==> src/rtl/ddr4_cmd_decoder.sv <==
// DDR4 command/address receiver with per-bank state tracking.
// Decodes one command per clock from cs_n/act_n/A/bg/ba, checks it against the
// addressed bank's state and tRCD/tRP timers, and reports it as a legal command
// or as a rejected one.
// Optional feature macro: DDR4_CA_PARITY_EN (even C/A parity check).
// Bank state encoding on dbg_bank_state (2 bits per bank, bank b at [2b+1:2b]):
//   0 IDLE, 1 ACTIVATING, 2 ACTIVE, 3 PRECHARGING.
// Output strobes: cmd_valid and err_valid are single-cycle pulses, never both
// high; there is no back-pressure, every sampled command is consumed the cycle
// it is seen. Outputs reflect the pins sampled at the previous rising edge.
module ddr4_cmd_decoder #(
  parameter int BGWIDTH   = 2,
  parameter int BAWIDTH   = 2,
  parameter int ADDRWIDTH = 17,
  parameter int COLWIDTH  = 10,
  parameter int TRCD      = 19,
  parameter int TRP       = 19,
  localparam int BKW      = BGWIDTH + BAWIDTH,
  localparam int NB       = 2 ** BKW
) (
  input  logic                 clk,
  input  logic                 rst,
  input  logic                 cke,
  input  logic                 cs_n,
  input  logic                 act_n,
  input  logic [ADDRWIDTH-1:0] A,
  input  logic [BGWIDTH-1:0]   bg,
  input  logic [BAWIDTH-1:0]   ba,
  input  logic                 parity,
  output logic                 cmd_valid,
  output logic [2:0]           cmd,
  output logic [BKW-1:0]       cmd_bank,
  output logic [ADDRWIDTH-1:0] cmd_row,
  output logic [COLWIDTH-1:0]  cmd_col,
  output logic                 cmd_ap,
  output logic                 cmd_bc_n,
  output logic                 err_valid,
  output logic [1:0]           err_code,
  output logic [NB-1:0]        bank_open,
  output logic [NB-1:0]        bank_busy,
  output logic [2*NB-1:0]      dbg_bank_state
);

  localparam int TMAX = (TRCD > TRP) ? TRCD : TRP;
  localparam int TW   = $clog2(TMAX + 1);

  localparam logic [2:0] C_ACT  = 3'd0;
  localparam logic [2:0] C_RD   = 3'd1;
  localparam logic [2:0] C_WR   = 3'd2;
  localparam logic [2:0] C_PRE  = 3'd3;
  localparam logic [2:0] C_PREA = 3'd4;
  localparam logic [2:0] C_REF  = 3'd5;
  localparam logic [2:0] C_MRS  = 3'd6;
  localparam logic [2:0] C_ZQC  = 3'd7;

  localparam logic [1:0] E_STATE  = 2'd1;
  localparam logic [1:0] E_TIMING = 2'd2;
  localparam logic [1:0] E_PARITY = 2'd3;

  typedef enum logic [1:0] {
    B_IDLE        = 2'd0,
    B_ACTIVATING  = 2'd1,
    B_ACTIVE      = 2'd2,
    B_PRECHARGING = 2'd3
  } bank_state_t;

  bank_state_t          state_q [NB];
  bank_state_t          state_d [NB];
  logic [TW-1:0]        timer_q [NB];
  logic [TW-1:0]        timer_d [NB];

  logic                 is_cmd;
  logic [2:0]           dec;
  logic                 parity_bad;
  logic                 any_open;
  logic                 any_busy;
  logic [BKW-1:0]       bank_idx;
  logic [1:0]           err_d;
  logic                 cmd_valid_d;
  logic [2:0]           cmd_d;
  logic [BKW-1:0]       cmd_bank_d;
  logic [ADDRWIDTH-1:0] cmd_row_d;
  logic [COLWIDTH-1:0]  cmd_col_d;
  logic                 cmd_ap_d;
  logic                 cmd_bc_n_d;

  assign bank_idx = {bg, ba};

`ifdef DDR4_CA_PARITY_EN
  // Even parity: all checked pins including the parity pin must XOR to zero.
  assign parity_bad = ^{act_n, A, bg, ba, parity};
`else
  logic unused_parity;
  assign unused_parity = parity;
  assign parity_bad    = 1'b0;
`endif

  // Truth-table decode of the sampled pins; DES and NOP leave is_cmd low.
  always_comb begin
    is_cmd = 1'b0;
    dec    = C_ACT;
    if (cke && !cs_n) begin
      if (!act_n) begin
        is_cmd = 1'b1;
        dec    = C_ACT;
      end else begin
        case (A[16:14])
          3'b000:  begin is_cmd = 1'b1; dec = C_MRS; end
          3'b001:  begin is_cmd = 1'b1; dec = C_REF; end
          3'b010:  begin is_cmd = 1'b1; dec = A[10] ? C_PREA : C_PRE; end
          3'b100:  begin is_cmd = 1'b1; dec = C_WR; end
          3'b101:  begin is_cmd = 1'b1; dec = C_RD; end
          3'b110:  begin is_cmd = 1'b1; dec = C_ZQC; end
          default: begin is_cmd = 1'b0; dec = C_ACT; end
        endcase
      end
    end
  end

  // Next bank state: timers expire first, then the command is checked against
  // the post-expiry state so a command landing exactly on expiry is legal.
  always_comb begin
    any_open    = 1'b0;
    any_busy    = 1'b0;
    err_d       = 2'd0;
    cmd_valid_d = 1'b0;
    cmd_d       = 3'd0;
    cmd_bank_d  = '0;
    cmd_row_d   = '0;
    cmd_col_d   = '0;
    cmd_ap_d    = 1'b0;
    cmd_bc_n_d  = 1'b0;
    for (int b = 0; b < NB; b++) begin
      state_d[b] = state_q[b];
      timer_d[b] = timer_q[b];
      if (state_q[b] == B_ACTIVATING || state_q[b] == B_PRECHARGING) begin
        if (timer_q[b] == '0) begin
          state_d[b] = (state_q[b] == B_ACTIVATING) ? B_ACTIVE : B_IDLE;
        end else begin
          timer_d[b] = timer_q[b] - 1'b1;
        end
      end
      if (state_d[b] == B_ACTIVE || state_d[b] == B_ACTIVATING) any_open = 1'b1;
      if (state_d[b] == B_ACTIVATING || state_d[b] == B_PRECHARGING) any_busy = 1'b1;
    end

    if (is_cmd) begin
      if (parity_bad) begin
        err_d = E_PARITY;
      end else begin
        case (dec)
          C_ACT: begin
            if (state_d[bank_idx] == B_ACTIVE || state_d[bank_idx] == B_ACTIVATING)
              err_d = E_STATE;
            else if (state_d[bank_idx] == B_PRECHARGING)
              err_d = E_TIMING;
            else begin
              state_d[bank_idx] = B_ACTIVATING;
              timer_d[bank_idx] = TW'(TRCD - 1);
            end
          end
          C_RD, C_WR: begin
            if (state_d[bank_idx] == B_IDLE || state_d[bank_idx] == B_PRECHARGING)
              err_d = E_STATE;
            else if (state_d[bank_idx] == B_ACTIVATING)
              err_d = E_TIMING;
            else if (A[10]) begin
              state_d[bank_idx] = B_PRECHARGING;
              timer_d[bank_idx] = TW'(TRP - 1);
            end
          end
          C_PRE: begin
            if (state_d[bank_idx] == B_ACTIVATING)
              err_d = E_TIMING;
            else if (state_d[bank_idx] == B_ACTIVE) begin
              state_d[bank_idx] = B_PRECHARGING;
              timer_d[bank_idx] = TW'(TRP - 1);
            end
          end
          C_PREA: begin
            for (int b = 0; b < NB; b++) begin
              if (state_d[b] == B_ACTIVE) begin
                state_d[b] = B_PRECHARGING;
                timer_d[b] = TW'(TRP - 1);
              end
            end
          end
          default: begin
            if (any_open || any_busy) err_d = E_STATE;
          end
        endcase
      end

      if (err_d == 2'd0) begin
        cmd_valid_d = 1'b1;
        cmd_d       = dec;
        cmd_bank_d  = bank_idx;
        if (dec == C_ACT) cmd_row_d = A;
        if (dec == C_RD || dec == C_WR) begin
          cmd_col_d  = A[COLWIDTH-1:0];
          cmd_ap_d   = A[10];
          cmd_bc_n_d = A[12];
        end
      end
    end
  end

  // Registered command outputs and bank state; reset aborts all timers.
  always_ff @(posedge clk) begin
    if (rst) begin
      cmd_valid <= 1'b0;
      cmd       <= 3'd0;
      cmd_bank  <= '0;
      cmd_row   <= '0;
      cmd_col   <= '0;
      cmd_ap    <= 1'b0;
      cmd_bc_n  <= 1'b0;
      err_valid <= 1'b0;
      err_code  <= 2'd0;
      for (int b = 0; b < NB; b++) begin
        state_q[b] <= B_IDLE;
        timer_q[b] <= '0;
      end
    end else begin
      cmd_valid <= cmd_valid_d;
      cmd       <= cmd_d;
      cmd_bank  <= cmd_bank_d;
      cmd_row   <= cmd_row_d;
      cmd_col   <= cmd_col_d;
      cmd_ap    <= cmd_ap_d;
      cmd_bc_n  <= cmd_bc_n_d;
      err_valid <= (err_d != 2'd0);
      err_code  <= err_d;
      for (int b = 0; b < NB; b++) begin
        state_q[b] <= state_d[b];
        timer_q[b] <= timer_d[b];
      end
    end
  end

  // Per-bank status vectors derived from the registered bank state.
  always_comb begin
    for (int b = 0; b < NB; b++) begin
      bank_open[b]             = (state_q[b] == B_ACTIVE) || (state_q[b] == B_ACTIVATING);
      bank_busy[b]             = (state_q[b] == B_ACTIVATING) || (state_q[b] == B_PRECHARGING);
      dbg_bank_state[2*b +: 2] = state_q[b];
    end
  end

endmodule

==> config.mk <==
export PLATFORM = sky130hd
export DESIGN_NAME = ddr4_cmd_decoder
export DESIGN_NICKNAME = d
export VERILOG_FILES = /design/src/rtl/ddr4_cmd_decoder.sv
export SDC_FILE = /design/constraint.sdc
export NUM_CORES = 1
export LEC_CHECK = 0
export CORE_UTILIZATION = 30
export DETAILED_ROUTE_END_ITERATION = 8
export PLACE_DENSITY = 0.55
export SLEW_MARGIN = 15
export SYNTH_ARGS = -nofsm -noshare
export SYNTH_HDL_FRONTEND = slang
export SYNTH_SLANG_ARGS = --single-unit
==> constraint.sdc <==
create_clock -name clk -period 5.1 [get_ports clk]
set_input_delay 1.02 -clock clk [delete_from_list [all_inputs] [get_ports clk]]
set_output_delay 1.02 -clock clk [all_outputs]
set_load 0.02 [all_outputs]
* Yosys cells after proc, flatten, opt, wreduce, memory -nomap -nowiden *
Memories as Yosys holds them, arrays and structs flattened.
Cells that the tools add are included.

storage, ports and cells
  flip-flop bits (word level) = 40
  memory bits (writable) = 112
  input bits = 27
  output and inout bits = 104
  logic and storage cells = 499
  memories = 2

memories
  memory   words  width  rd ports  clocked after memory_dff  write ports  line  RTL
  timer_q  16     5      16        0                         16           69    logic [TW-1:0] timer_q [NB];
  state_q  16     2      16        0                         16           67    bank_state_t state_q [NB];

operators by class
  add/sub/neg operators = 16
  $lt $le $gt $ge = 2
  eq/ne operators = 108
  muxes and demuxes = 220
  bitwise operators = 44
  reductions and logical operators = 98

operator list
  kind                   number
  $mux W80               8
  $mux W5                65
  $pmux W80 S4           1
  $mux W32               8
  $mux W2                89
  $eq A2 B2 Y1 const B   66
  $pmux W32 S4           1
  $logic_not A5 Y1       16
  $sub A5 B1 Y5 const B  16
  $logic_or A1 B1 Y1     68
  $eq A2 B1 Y1 const B   33
  $or A32 B32 Y32        2
  $and A48 B48 Y48       1
  $not A48 Y48           1
  $mux W1                40
  $or A1 B1 Y1           32
  $demux W5 S4           1
  $pmux W3 S6            1
  $and A16 B16 Y16       1
  $not A16 Y16           1
  $or A16 B16 Y16        1
  $eq A3 B3 Y1 const B   4
  $eq A3 B2 Y1 const B   3
  $mux W3                3
  17 further kinds       26

* Depth between registers and ports, before layout *
An unclocked memory read counts as a cell.

  depth in word-level cells = 30
  gate-level depth with buffers = 17
  gate-level depth less buffers = 15

* Worst setup path after synthesis *
OpenSTA, ideal clock, no wires.

  kind = input to register
  from = in ba[1]
  to = mem timer_q[1][20] in the netlist's numbering
  library setup time = 0.132 ns
  arrival time = 4.117 ns
  data required time = 4.968 ns
  slack = 0.851 ns
  stages on the path = 14
  path buffers = 3
  cells stage by stage = clkbuf_1 clkinv_1 mux2i_1 a211oi_1 or4_1 ha_1 nand2b_1 or4_1 clkbuf_1 a31oi_1 buf_2 nand2_1 o21ai_0 nor3_1

RTL lines
  what         line  RTL
  from (decl)  28    input logic [BAWIDTH-1:0] ba,
  to (decl)    69

==> flow_metrics.tcl <==
set metrics [dict create \
    postCtsSetupBuffers 0 \
    dp_slack_ns 0.161 \
    slew_headroom_pct 39.9 \
    cts_resized 0 \
    maxSlewViolCount 0 \
    sw_frac_of_total_pct 25.1 \
    min_path_type "flop to flop" \
    ys_seq_area_share_pct 36.6 \
    overflow 0 \
    p_leak_nw 4.39 \
    syn_inst 1028 \
    hpwlAfterDp_mm 18.8 \
    cts_made_buffers 17 \
    synth_top_flop_cell "dfxtp_1" \
    synth_top_family_by_area "simple AND/OR/NAND/NOR gates" \
    clk_latency_ns 0.43 \
    synth-xor-area-share_pct 1.79 \
    hold_viol 0 \
    finalSetupTns_ns 0 \
    crit_type "flop to flop" \
    h-tree-depth 4 \
    synth_fp_nets 1114 \
    layout.nets 1278 \
    fp-row-count 60 \
    post_route_cells_drive_above_1_share_pct 8.80 \
    gp_congestion 0.841 \
    clock.fmax_mhz 215 \
    cts_sinks 152 \
    grt.busiest_layer "met2" \
    power.share.sequential_pct 45.3 \
    cp_max_fo 5 \
    ir_worst_vdd_mv 0.148 \
    clk_path_buf_depth 2 \
    comb_power_share_pct 9.6 \
    setup-violations-final 0 \
    tritoncts "yes" \
    fp.dieW_um 168 \
    post-route-period-util_pct 91.3 \
    grt_pass1_vias 7376 \
    r2r_cells 16 \
    wl_per_cell_um 15.9 \
    r2r_start "timer_q[0][5]" \
    synth_compound_area_share_pct 18.0 \
    synthAdderAreaFrac_pct 8.88 \
    die_area_um2 28400 \
    syn_area_per_cell_um2 8.08 \
    die_y_um 168 \
    rrSetupSlack_ns 0.45 \
    status "completed" \
    yosys.area_share.simple_pct 26.1 \
    critPathArrivalTime_ns 4.96 \
    place_area_um2 10300 \
    n_antenna_cell 0 \
    synth-async-reset-ratio_pct 0 \
    cts-root-buf "clkbuf_16" \
    met3_usage_pct 3.03 \
    critPathCaptureType "flop" \
    critPathLaunchType "flop" \
    synth_mux_area_share_pct 3.10 \
    totalWireLength_mm 24.5 \
    finalPower_mw 2.65 \
    setup_ws_ns 0.446 \
    fin_cells 1546 \
    yosysUniqueCellTypes 67 \
    firstDrtPassIters 5 \
    use_met1_pct 23.0 \
    p_int_mw 1.99 \
    boundaryPins 131 \
    hold-path-endpoint "timer_q[1][34]" \
    drtAntennaViolNets 0 \
    synthesis.area_um2 8310 \
    reg2reg_to "timer_q[0][22]" \
    synth_edf_count 0 \
    min_period_ns 4.65 \
    fin_skew_ns 0.0106 \
    drc_errors 0 \
    tightest_slew_ns 0.890 \
    antenna_found_initial 0 \
    grt_util_all_layers_pct 17.5 \
    critPathRequiredTime_ns 5.40 \
    drt_iter0_drc 439 \
    grt_use_met2_pct 28.9 \
    min_from "timer_q[1][34]" \
    ys_ff_latch 152 \
    p_per_area_nw_per_um2 245 \
    clk_pin_slew_worst_paths_ns 0.06 \
    stdcell_area_um2 10800 \
    grt_max_degree 53 \
    start_util_pct 30.7 \
    grt_pass1_wl_mm 39.1 \
    dr_total_vias 7891 \
    power_switching_mw 0.666 \
    rsz0062_at_grt "no" \
    vias_per_cell 5.10 \
    drv_cap 0 \
    clockPowerShare_pct 45.1 \
    syn_to_final_growth_pct 30.1 \
    hold_depth 2 \
    yosysWarnings 0 \
    portBuffers 129 \
    dpl.cell_count 1514 \
    ctsHoldBuffers 0 \
    core_um2 27000 \
]
-- placed cells by master, fill, tap and decap left out, types with 13 or more instances in the layout --
cell	n
a21oi_1	119
inv_1	85
nor2_1	138
and3_1	25
ha_1	59
and2_1	24
nor4b_1	16
a31oi_1	15
o21ai_0	32
mux2i_1	19
xnor2_1	17
dfxtp_1	152
buf_4	44
o31ai_1	15
clkbuf_16	17
nand2_1	57
nand2b_1	13
clkdlybuf4s50_1	128
nor4_1	22
nor3_1	53
-- per-layer routing --
metal | vias to the layer above | wire length, um | share of wire [%]
met1 | 3682 | 11600 | 47
met4 | 0 | 451 | 1.8
met3 | 26 | 1030 | 4.2
met5 | - | 0 | 0
li1 | 3980 | - | -
met2 | 203 | 11400 | 47
-- metrics by stage --
| step | util [%] | hold slack [ns] |
|---|---|---|
| 4_1_cts | 40.0 | 0.487 |
| 3_3_place_gp | 38.0 | 0.468 |
| 3_5_place_dp | 38.0 | 0.472 |
| 5_1_grt | 40.0 | 0.506 |
| 6_report | 40.0 | 0.488 |
| 2_1_floorplan | - | 0.453 |
-- state kept, by name (all words and copies together) (netlist names) --
register	flops
err_valid	1
cmd_ap	1
cmd_bank	4
cmd_bc_n	1
cmd_row	17
cmd	3
cmd_valid	1
state_q	32
err_code	2
timer_q	80
cmd_col	10
-- Yosys cell counts (16+ instances only) --
library cell | instances | area share [%]
ha_1 | 59 | 8.9
o21ai_0 | 32 | 1.9
clkbuf_1 | 25 | 1.1
xnor2_1 | 17 | 1.8
and2_1 | 24 | 1.8
and3_1 | 25 | 1.9
a21oi_1 | 119 | 7.2
nor4b_1 | 16 | 1.7
dfxtp_1 | 152 | 37
mux2i_1 | 19 | 2.3
nor2_1 | 138 | 6.2
nor3_1 | 53 | 3.2
nor4_1 | 22 | 1.7
nand2_1 | 57 | 2.6
inv_1 | 85 | 3.8
-- cell families (layout without fill, tap and decap cells) --
family                     Yosys count  count (layout)
and+or+nand+nor                    414             414
AOI/OAI and AO/OA                  248             248
DFF                                152             152
buffers and inverters              116             293
adders and majority gates           59              59
muxes                               22              22
xor gates and xnor gates            17              17
-- critical path: stages (launching register included) --
cell	delay, ns
dfxtp_1	0.33
inv_1	0.08
ha_1	0.17
nor4b_1	0.59
and3_1	0.28
nor2_1	0.11
mux4_2	0.47
and2_1	0.18
or4_1	0.46
ha_1	0.27
nand2b_1	0.17
or4_1	0.52
buf_4	0.18
nand3_1	0.20
a22oi_1	0.14
o21bai_1	0.30
nor2_1	0.08
-- power groups by stage --
stage,combinational [mW],clock (mW),sequential (mW)
after floorplan,0.124,0,1.24
after global placement,0.251,0,1.23
after detailed placement,0.251,0,1.23
after CTS,0.253,1.23,1.20
after global routing,0.276,1.28,1.20
final,0.255,1.20,1.20
-- worst max-delay path by stage --
stage | from | to | depth (start not counted)
3_3_place_gp | ba[1] | timer_q[0][22] | 13
2_1_floorplan | ba[1] | timer_q[1][20] | 14
6_report | timer_q[0][5] | timer_q[0][22] | 16
5_1_grt | timer_q[0][10] | timer_q[0][23] | 16
3_5_place_dp | ba[1] | timer_q[0][22] | 13
4_1_cts | timer_q[0][10] | timer_q[0][22] | 16
-- layout make-up --
type | instances | area, um^2
Timing Repair Buffer | 175 | 1660
Multi-Input combinational cell | 760 | 4810
Clock inverter | 12 | 104
Clock buffer | 20 | 447
Fill cell | 2776 | 16200
Sequential cell | 152 | 3040
Tap cell | 341 | 427
Inverter | 86 | 323
No activity file was read; power rests on OpenSTA's default activity.
